<file path="src/rtl/mem_req_ctrl.sv">
// EX/MEM request controller: one outstanding data-memory access, in-order writeback.
// Optional watchdog forced completion is enabled by defining MEM_REQ_WDOG_EN.
module mem_req_ctrl #(
  parameter int TIMEOUT = 63
) (
  input  logic        clk,
  input  logic        rst_n,
  input  logic        ex_valid,
  input  logic [15:0] ex_aluOut,
  input  logic [15:0] ex_wrData,
  input  logic        ex_memRead,
  input  logic        ex_memWrite,
  input  logic [2:0]  ex_rd,
  input  logic        ex_regWrite,
  input  logic        ex_halt,
  output logic        stall_out,
  output logic [15:0] aluOut,
  output logic [15:0] wrData,
  output logic        memRead,
  output logic        memWrite,
  input  logic [15:0] memoryOut,
  input  logic        Done,
  input  logic        Stall,
  input  logic        err,
  output logic        wb_valid,
  output logic [15:0] wb_data,
  output logic [2:0]  wb_rd,
  output logic        wb_regWrite,
  output logic        wb_halt,
  output logic        wb_err
);

  typedef enum logic [1:0] {
    IDLE = 2'd0,
    REQ  = 2'd1,
    WAIT = 2'd2
  } stateT;

  typedef struct packed {
    logic [15:0] data;
    logic [2:0]  rd;
    logic        regWrite;
    logic        halt;
    logic        err;
  } wbResT;

  stateT       state;
  logic        halted;
  logic        errPend;
  logic        isRead;
  logic [2:0]  rdLat;
  logic        regWriteLat;
  wbResT       skid;
  logic        skidValid;

  logic        busy;
  logic        accept;
  logic        isMemOp;
  logic        newValid;
  logic        wdFire;
  logic        endAccess;
  wbResT       compRes;
  wbResT       newRes;
  wbResT       outRes;
  wbResT       skidNext;
  logic        outValid;
  logic        skidValidNext;

  assign busy      = (state == REQ) || (state == WAIT);
  assign stall_out = busy & ~Done;
  assign isMemOp   = ex_memRead | ex_memWrite;
  assign accept    = ex_valid & ~halted & ((state == IDLE) | Done);
  assign newValid  = accept & ~isMemOp;
  assign endAccess = busy & (Done | wdFire);

  logic unusedStall;
  assign unusedStall = Stall;

`ifdef MEM_REQ_WDOG_EN
  logic [5:0] wdCnt;

  assign wdFire = busy & ~Done & (wdCnt == 6'(TIMEOUT - 1));

  always_ff @(posedge clk or negedge rst_n) begin
    if (!rst_n) begin
      wdCnt <= 6'd0;
    end else if (accept) begin
      wdCnt <= 6'd0;
    end else if (busy & ~Done) begin
      wdCnt <= wdCnt + 6'd1;
    end
  end
`else
  logic unusedTimeout;
  assign wdFire        = 1'b0;
  assign unusedTimeout = (TIMEOUT != 0);
`endif

  always_comb begin
    compRes          = '0;
    compRes.data     = Done ? (isRead ? memoryOut : aluOut) : 16'h0000;
    compRes.rd       = rdLat;
    compRes.regWrite = regWriteLat & isRead;
    compRes.err      = errPend | err | wdFire;
    newRes           = '0;
    newRes.data      = ex_aluOut;
    newRes.rd        = ex_rd;
    newRes.regWrite  = ex_regWrite;
    newRes.halt      = ex_halt;
  end

  // A completion and a non-memory accept can land in the same cycle; the
  // younger result parks in the skid slot so writeback stays one-per-cycle.
  always_comb begin
    outValid      = 1'b0;
    outRes        = '0;
    skidValidNext = 1'b0;
    skidNext      = '0;
    if (skidValid) begin
      outValid = 1'b1;
      outRes   = skid;
      if (endAccess) begin
        skidValidNext = 1'b1;
        skidNext      = compRes;
      end else if (newValid) begin
        skidValidNext = 1'b1;
        skidNext      = newRes;
      end
    end else if (endAccess) begin
      outValid = 1'b1;
      outRes   = compRes;
      if (newValid) begin
        skidValidNext = 1'b1;
        skidNext      = newRes;
      end
    end else if (newValid) begin
      outValid = 1'b1;
      outRes   = newRes;
    end
  end

  always_ff @(posedge clk or negedge rst_n) begin
    if (!rst_n) begin
      state       <= IDLE;
      halted      <= 1'b0;
      errPend     <= 1'b0;
      isRead      <= 1'b0;
      rdLat       <= 3'd0;
      regWriteLat <= 1'b0;
      aluOut      <= 16'h0000;
      wrData      <= 16'h0000;
      memRead     <= 1'b0;
      memWrite    <= 1'b0;
      skid        <= '0;
      skidValid   <= 1'b0;
      wb_valid    <= 1'b0;
      wb_data     <= 16'h0000;
      wb_rd       <= 3'd0;
      wb_regWrite <= 1'b0;
      wb_halt     <= 1'b0;
      wb_err      <= 1'b0;
    end else begin
      memRead   <= accept & ex_memRead;
      memWrite  <= accept & ex_memWrite;
      skid      <= skidNext;
      skidValid <= skidValidNext;
      wb_valid  <= outValid;
      {wb_data, wb_rd, wb_regWrite, wb_halt, wb_err} <= outRes;

      if (accept & ex_halt) begin
        halted <= 1'b1;
      end

      // Error seen in the completing cycle is folded into compRes directly.
      if (endAccess) begin
        errPend <= 1'b0;
      end else if (busy & err) begin
        errPend <= 1'b1;
      end

      if (accept & isMemOp) begin
        aluOut      <= ex_aluOut;
        wrData      <= ex_wrData;
        rdLat       <= ex_rd;
        regWriteLat <= ex_regWrite;
        isRead      <= ex_memRead;
        state       <= REQ;
      end else if (endAccess) begin
        state <= IDLE;
      end else if (state == REQ) begin
        state <= WAIT;
      end
    end
  end

endmodule

</file>
<file path="config.mk">
export PLATFORM = sky130hd
export DESIGN_NAME = mem_req_ctrl
export DESIGN_NICKNAME = d
export VERILOG_FILES = /design/src/rtl/mem_req_ctrl.sv
export SDC_FILE = /design/constraint.sdc
export NUM_CORES = 1
export LEC_CHECK = 0
export ABC_AREA = 1
export CORE_MARGIN = 2
export CORE_UTILIZATION = 51
export DETAILED_ROUTE_END_ITERATION = 7
export PLACE_DENSITY = 0.95
export SKIP_LAST_GASP = 1
export SYNTH_ARGS = -nofsm -noshare
export SYNTH_HDL_FRONTEND = slang
export SYNTH_SLANG_ARGS = --single-unit
</file>
<file path="constraint.sdc">
create_clock -name clk -period 2.8 [get_ports clk]
set_input_delay 0.28 -clock clk [delete_from_list [all_inputs] [get_ports clk]]
set_output_delay 0.28 -clock clk [all_outputs]
set_load 0.05 [all_outputs]
</file>
## After elaboration in Yosys (flattened, before gate mapping)

Cells that the tools add are included.

- Flip-flop bits (word level): 89
- Input port bits: 61
- Output and inout bits: 58
- Word-level logic and storage cells: 62

- Eq/ne operators: 2
- Mux-type cells: 17
- Bitwise operators: 17
- Reductions and logical operators: 4

Operators by type and width:

| operator | count |
|---|---|
| 22-bit two-way mux | 5 |
| 16-bit two-way mux | 2 |
| 1-bit bitwise AND | 11 |
| 1-bit two-way mux | 7 |
| 2-bit two-way mux | 3 |
| 1-bit NOT | 3 |
| 1-bit bitwise OR | 3 |
| 3-bit nonzero test | 1 |
| 2-bit by 1-bit equality test with 1-bit output (second input constant) | 1 |
| 2-bit equality test (second input constant) | 1 |
| 2-bit logical NOT | 1 |
| 2-bit nonzero test | 1 |
| 1-bit logical OR | 1 |

## Logic depth before layout (Yosys ltp)

Gate-level depths: netlist (run 1).

- Depth in word-level cells: 7
- Depth in mapped cells: 10
- Gate-level depth less buffers: 9

## Least setup slack after synthesis (run 1)

OpenSTA, ideal clock, no wires.

- Path type: register to output
- Start: register state[0]
- End: output stall_out
- Arrival: 1.349 ns
- Required time: 2.520 ns
- Path slack: 1.171 ns
- Stages on the path, launching flop included: 5
- Buffers on the path: 0
- Cells stage by stage: dfrtp_1 inv_1 ha_1 inv_1 nor2_1

- Cells in the longest elaborated chain, start to end: 3
- Elaborated cells on any way between the ends: 4
- Those cells by class: eq/ne: 2; bitwise: 1; reduce/logical: 1

Ends and longest elaborated chain:

| element | RTL line | source |
|---|---|---|
| from (decl) | 47 | `stateT state;` |
| from (signal assigned) | 144 | `state <= IDLE;` |
| from (signal assigned) | 187 | `state <= REQ;` |
| from (signal assigned) | 189 | `state <= IDLE;` |
| 2-bit by 1-bit equality test with 1-bit output or 2-bit equality test (tied branches) | 69 | `assign busy = (state == REQ) \|\| (state == WAIT);` |
| 1-bit logical OR * | 69 |  |
| 1-bit bitwise AND * | 70 | `assign stall_out = busy & ~Done;` |
| to (decl) | 16 | `output logic stall_out,` |

Every way passes the cells marked *; elsewhere a longest branch is shown, timed or not.

## Worst setup path after layout (run 1)

- Start: register state[1]
- End: output stall_out

The elaborated chain is that of the path after synthesis.

==> results.md, run 1 <==
- Fin Hold WS: 0.1075 ns
- Cells after synthesis: 491
- Reg clk slew, reported paths: 0.08 ns
- Fin. Hold Viols: 0
- Top delay family on crit path: buffers and inverters
- Met2 wire len: 5296 um
- Critical path type: register to output port
- Starting density of the core: 0.5323
- Setup Buffers After CTS: 0
- CP dominant cell by count: inv_1
- Via count: 3625
- Most frequently used flop master after synthesis: dfrtp_1
- Slew HR: 0.2713
- Initial antenna violation count: 0
- Worst vdd ir: 0.2310 mV
- Count of standard-cell rows: 31
- Sequential area share after synthesis: 0.5678
- Setup violations, final: 0
- Sink Count: 89
- CTS Buffer Depth: 2
- Peak Freq: 435.0 MHz
- Placed Cells: 687
- Crit path cell chain: inv_1 > ha_1 > inv_1 > nor2_1 > clkdlybuf4s50_1
- Distinct cells, synth: 20
- Non-filler cells, final: 701
- Worst-Margin Slew: 1.093 ns
- I/O Pins: 119
- CTS Buf Count: 9
- Gpl congestion: 0.8319
- Die area: 8409 sq um
- # port buffers: 117
- Ys Warns: 0
- Sum Neg Setup Slack: 0 ns
- Highest routed layer: met4
- Hold_buf cts: 0
- Core area: 7370 sq um
- HP Class: input port to asynchronous set/reset pin
- Post-route ant nets: 0
- Crit path buffers/inverters: 3
- Drt first-iter violations: 258
- Area grow syn2layout: 34.32%
- Clock root buffer: clkbuf_8
- Post-synth EDFFs: 0
- RSZ-0062 raised after global routing: false
- Status: finished clean
- Die outline height: 91.70 um
- Number of global-route vias before repair: 3661
- Slew Limit Fails: 0
- Met1 WL: 4080 um
- Remaining Overflow, GRT: 0
- Mapped Nets: 554
- CTS H-tree depth: 3
- Final Util: 0.7149
- CTS tree: yes
- Layout cell share with drive strength beyond 1: 0.04153
- Post-Route WL: 10320 um
- CP max-delay cell: clkdlybuf4s50_1
- Remaining DRCs: 0
- CP arrival: 2.02 ns
- Via density: 5.171
- Final Skew: 0.01200 ns
- Wire length of the first global-routing pass: 16910 um
- HPWL after DPL: 6890 um
- FFs w/ async S/R, synth: 1.000
- Max incr delay on CP: 0.81 ns
- Maxcap violations: 0
- Clk_lat worst skew: 0.35 ns
- Final-stage net count: 662
- Largest net degree at the start of global routing: 90
- Crit end category: output port
- Post-CTS Resized: 0
- Average cell area after synthesis: 7.989 sq um
- Yosys reg bits: 89
- WP data required: 2.52 ns
- Cell Area, Synth: 3923 sq um
- Gr usage total: 0.2530
- Period minus WS final: 2.299 ns
- Chip Width: 91.70 um
- Power per cell area: 430.9 nW/um^2
- Final worst-path cycle share: 0.8209
- Max Fanout on Critical Path: 3
- Ant. Diodes: 0
- Crit start category: register
- Routed met3 length: 650 um
- TritonRoute pass-1 iters: 5
- Wire per inst: 14.72 um
- Static Leak: 0.002824 uW
## layer usage
layer / vias up / track usage
met1: 1708 / 0.3129
met4: 0 / 0.1318
met5: - / 0
li1: 1724 / -
met3: 28 / 0.03862
met2: 165 / 0.4301
## synthesized netlist by cell type (2+ instances only)
cell type  instances  share of area
nand2_1          246           0.24
dfrtp_1           89           0.57
nor2_1            43          0.041
nand3_1           42          0.054
o21ai_0           19          0.024
inv_1             15          0.014
buf_2             11          0.014
buf_6              6          0.017
clkbuf_1           5         0.0048
buf_1              2         0.0019
buf_4              2         0.0038
ha_1               2         0.0064
o31ai_1            2         0.0038
## stage by stage
| stage | total power, uW | setup slack (ns) | instance area [sq um] |
|---|---|---|---|
| 4_1_cts | 2282 | 0.4865 | 5269 |
| 3_5_place_dp | 1542 | 0.6371 | 5109 |
| 3_3_place_gp | 1538 | 0.7048 | 5109 |
| 6_report | 2270 | 0.5014 | 5269 |
| 2_1_floorplan | 1394 | 1.171 | 3923 |
| 5_1_grt | 2360 | 0.3580 | 5269 |
## state kept, by name (all words and copies together), names as in the netlist, 2 cells and up
signal / flops
wb_data: 16
rdLat: 3
wrData: 16
skid: 22
aluOut: 16
state: 2
wb_rd: 3
## final timing paths
| path | slack (ns) | from | depth (start not counted) | endpoint |
|---|---|---|---|---|
| worst max-delay path | 0.50 | state[1] | 5 | stall_out |
| worst min-delay path | 0.11 | rst_n | 1 | aluOut[12] |
| worst max register to register | 0.67 | state[1] | 10 | skid[4] |
| worst min register to register | 0.45 | skid[17] | 2 | wb_data[11] |
| max in group asynchronous | 1.96 | rst_n | 1 | aluOut[11] |
| min in group clk | 0.45 | skid[17] | 2 | wb_data[11] |
## kinds of logic after synthesis
family	count (synthesis)	share of synthesized area
buffers and inverters	44	0.05932
DFF	89	0.5678
AOI/OAI and AO/OA	23	0.03222
adders and majority gates	2	0.006379
and+or+nand+nor	333	0.3343
## area by class of cell
cell class	instances	area (sq um)
Clock buffer	11	141.4
Clock inverter	3	18.77
Fill cell	570	2101
Inverter	17	63.81
Multi-Input combinational cell	358	1473
Sequential cell	89	2227
Tap cell	99	123.9
Timing Repair Buffer	124	1221
## where the power goes
group | switching (uW) | total, uW | internal, uW
Combinational | 115 | 217 | 102
Clock | 418 | 754 | 336
Sequential | 4.59 | 1300 | 1290
Total | 537 | 2270 | 1730
## worst reg2reg max path: cells and delay by family, from the launching register on
family,cells,cell delay [ns]
fa+ha+maj,1,0.30
buf+inv,3,0.80
flops,1,0.37
simple gates,6,0.61
## cells in the final DEF (no fill, tap or decap)
| cell | synthesis | final |
|---|---|---|
| clkbuf_8 | 0 | 10 |
| nor3_1 | 1 | 1 |
| clkbuf_1 | 5 | 1 |
| buf_4 | 2 | 8 |
| nor2_1 | 43 | 42 |
| o21ai_4 | 0 | 1 |
| o211ai_1 | 1 | 1 |
| clkdlybuf4s50_1 | 0 | 116 |
| dfrtp_1 | 89 | 89 |
| clkinv_1 | 1 | 1 |
| clkinv_2 | 0 | 2 |
| inv_1 | 15 | 15 |
| o31ai_1 | 2 | 2 |
| ha_1 | 2 | 2 |
| nor2_4 | 1 | 1 |
| inv_2 | 1 | 1 |
| o21ai_0 | 19 | 19 |
| clkinv_4 | 0 | 1 |
| nor2_2 | 0 | 1 |
| nand3_1 | 42 | 42 |
| nand2_1 | 246 | 246 |
Note: power is estimated with default switching activity, not from simulation.
==> run 2, diff against run 1 <==
--- a/config.mk
+++ b/config.mk
@@ -7,9 +7,9 @@
 export LEC_CHECK = 0
 export ABC_AREA = 1
 export CORE_MARGIN = 2
-export CORE_UTILIZATION = 51
+export CORE_UTILIZATION = 42
 export DETAILED_ROUTE_END_ITERATION = 7
-export PLACE_DENSITY = 0.95
+export PLACE_DENSITY = 0.86
 export SKIP_LAST_GASP = 1
 export SYNTH_ARGS = -nofsm -noshare
 export SYNTH_HDL_FRONTEND = slang
==> constraint.sdc (replaced) <==
create_clock -name clk -period 2.1 [get_ports clk]
set_input_delay 0.21 -clock clk [delete_from_list [all_inputs] [get_ports clk]]
set_output_delay 0.21 -clock clk [all_outputs]
set_load 0.05 [all_outputs]
==> results.md, run 2 (synthesis results as in run 1) <==
- Count of standard-cell rows: 35 (+13%)
- Worst-Margin Slew: 0.6381 ns (-0.4550 ns)
- Core area: 9153 sq um (+24%)
- Clock root buffer: clkbuf_8
- Max reg flops: 22 (unchanged)
- Power, Total: 3148 uW (+39%)
- Largest register by flop count: skid
- Reg clk slew, reported paths: 0.09 ns (about the same)
- Via density: 4.986 (-3.6%)
- Starting density of the core: 0.4286 (-0.1037)
- Setup violations, final: 0 (unchanged)
- CP dominant cell by count: nand2_1
- Fin. Hold Viols: 0 (unchanged)
- Power per cell area: 584.9 nW/um^2 (+36%)
- Crit end category: register
- I/O Pins: 119 (unchanged)
- Via count: 3595 (-0.83%)
- Gr usage total: 0.2111 (-0.04196)
- RSZ-0062 raised after global routing: false
- Final-stage net count: 668 (+0.91%)
- # port buffers: 117 (unchanged)
- Chip Width: 100.6 um (+9.7%)
- Ant. Diodes: 0 (unchanged)
- TritonRoute pass-1 iters: 5 (unchanged)
- Most frequent cells in the layout: nand2_1, clkdlybuf4s50_1, dfrtp_1
- Wire length of the first global-routing pass: 16970 um (+0.33%)
- Crit start category: register
- Reg2reg path depth: 9 (-1)
- Drt first-iter violations: 226 (-12%)
- Reg2reg end: wb_data[15]
- R2R Setup Slk: 0.27 ns (-0.40 ns)
- Final Util: 0.5881 (-0.1268)
- Remaining Overflow, GRT: 0 (unchanged)
- Non-filler cells, final: 721 (+2.9%)
- CTS Buf Count: 9 (unchanged)
- Reg area: 2227 sq um (unchanged)
- Placed Cells: 704 (+2.5%)
- Crit path cell chain: inv_1 > ha_1 > nand2_1 > nand2_1 > clkinvlp_4 > nand3_1 > nand2_1 > nand2_1 > nand2_1
- Max Fanout on Critical Path: 21 (+18)
- Die area: 10130 sq um (+20%)
- Status: finished clean
- Worst hold path stage count: 3
- CTS H-tree depth: 3 (unchanged)
- Slew HR: 0.5746 (+0.3033)
- CTS Buffer Depth: 2 (unchanged)
- Initial antenna violation count: 0 (unchanged)
- Critical path type: register to register
- Post-Route WL: 10410 um (+0.93%)
- HPWL after DPL: 7230 um (+4.9%)
- Final Skew: 0.01265 ns (+0.0006486 ns)
- Max incr delay on CP: 0.36 ns (-0.45 ns)
- Gpl congestion: 0.8320 (about the same)
- Area grow syn2layout: 37.22%
- Min-Delay Endpoint: wrData[10]
- Static Leak: 0.002869 uW (+1.6%)
- HP Class: input port to register
- WP data required: 2.33 ns (-0.19 ns)
- Period minus WS final: 1.830 ns
- Final worst-path cycle share: 0.8714
- Slew Limit Fails: 0 (unchanged)
- CTS tree: yes
- Number of global-route vias before repair: 3612 (-1.3%)
- CP max-delay cell: dfrtp_1
- Worst vdd ir: 0.2945 mV (+27%)
- Remaining DRCs: 0 (unchanged)
- Peak Freq: 546.5 MHz
- Pre-CTS setup slack: 0.09551 ns (-0.5416 ns)
- Layout cell share with drive strength beyond 1: 0.05574 (+0.01421)
- Setup Buffers After CTS: 0 (unchanged)
- Sum Neg Setup Slack: 0 ns (unchanged)
- Sink Count: 89 (unchanged)
- Maxcap violations: 0 (unchanged)
- Hold Startpoint: ex_wrData[10]
- Most common cell after layout, fill and taps aside: nand2_1
- Clk_lat worst skew: 0.35 ns (about the same)
- CP arrival: 2.06 ns (+0.04 ns)
- RR Startpoint: state[0]
- Die outline height: 100.6 um (+9.7%)
- Fillers: 776 (+36%)
- Post-route ant nets: 0 (unchanged)
- Wire per inst: 14.44 um (-1.9%)
- Multi-input gate area: 1470 sq um (-0.17%)
- Largest net degree at the start of global routing: 52 (-42%)
- Final WS setup: 0.2700 ns (-0.2313 ns)
[run 2: cell count changes in the layout (fill, tap and decap cells not counted), sizes merged]
| cell | before | now |
|---|---|---|
| buf | 8 | 14 |
| clkinvlp | 0 | 1 |
| inv | 16 | 17 |
| clkdlybuf4s50 | 116 | 115 |
| dlygate4sd3 | 0 | 1 |
[run 2: worst max path at each step]
stage | startpoint | end | slack, ns | cells past startpoint
2_1_floorplan | state[0] | stall_out | 0.54 | 4
3_3_place_gp | ex_memWrite | wb_data[0] | 0.15 | 8
3_5_place_dp | ex_memWrite | wb_data[0] | 0.1 | 8
4_1_cts | state[0] | wb_halt | 0.16 | 7
5_1_grt | state[0] | wb_data[5] | 0.10 | 9
6_report | state[0] | wb_data[15] | 0.27 | 9
[run 2: what timing repair did]
action                                  4_1_cts  5_1_grt
gates resized for setup                       0        1
endpoints found under the setup margin        0        1
endpoints found under the hold margin        49        0
hold buffers                                  1        0
[run 2: report_power, final]
part           total, uW  switching (uW)  internal (uW)  leakage [uW]
Clock               1120             616            502      0.000100
Sequential          1730            4.61           1730       0.00123
Combinational        299             158            141       0.00154
Total               3150             779           2370       0.00287
[run 2: per-stage QoR]
step / hold slack, ns / cell area, sq um
6_report: 0.3912 / 5383
5_1_grt: 0.3993 / 5383
4_1_cts: 0.3794 / 5379
3_5_place_dp: 0.2738 / 5181
3_3_place_gp: 0.2755 / 5181
2_1_floorplan: -0.08559 / 3923
[run 2: routing by layer]
layer,track usage,routed length [um],up-vias
met5,0,0,-
met4,0.09905,215,0
met3,0.03745,550,18
met2,0.3477,5327,133
met1,0.2706,4319,1705
li1,-,-,1739
[run 2: final cells by class]
cell class | instances | share of cell area
timing repair buffer | 130 | 0.2399
clock inverter | 5 | 0.006741
sequential | 89 | 0.4138
multi-input combinational | 358 | 0.2731
clock buffer | 11 | 0.02813
inverter | 17 | 0.01255
tap | 111 | 0.02580
[run 2: worst max-delay path: cells and delay by family, from the launching register on]
family	cells	cell delay [ns]
adder cells (fa/ha/maj)	1	0.32
buffers and inverters	2	0.42
flip-flops	1	0.36
AND/OR/NAND/NOR	6	0.60
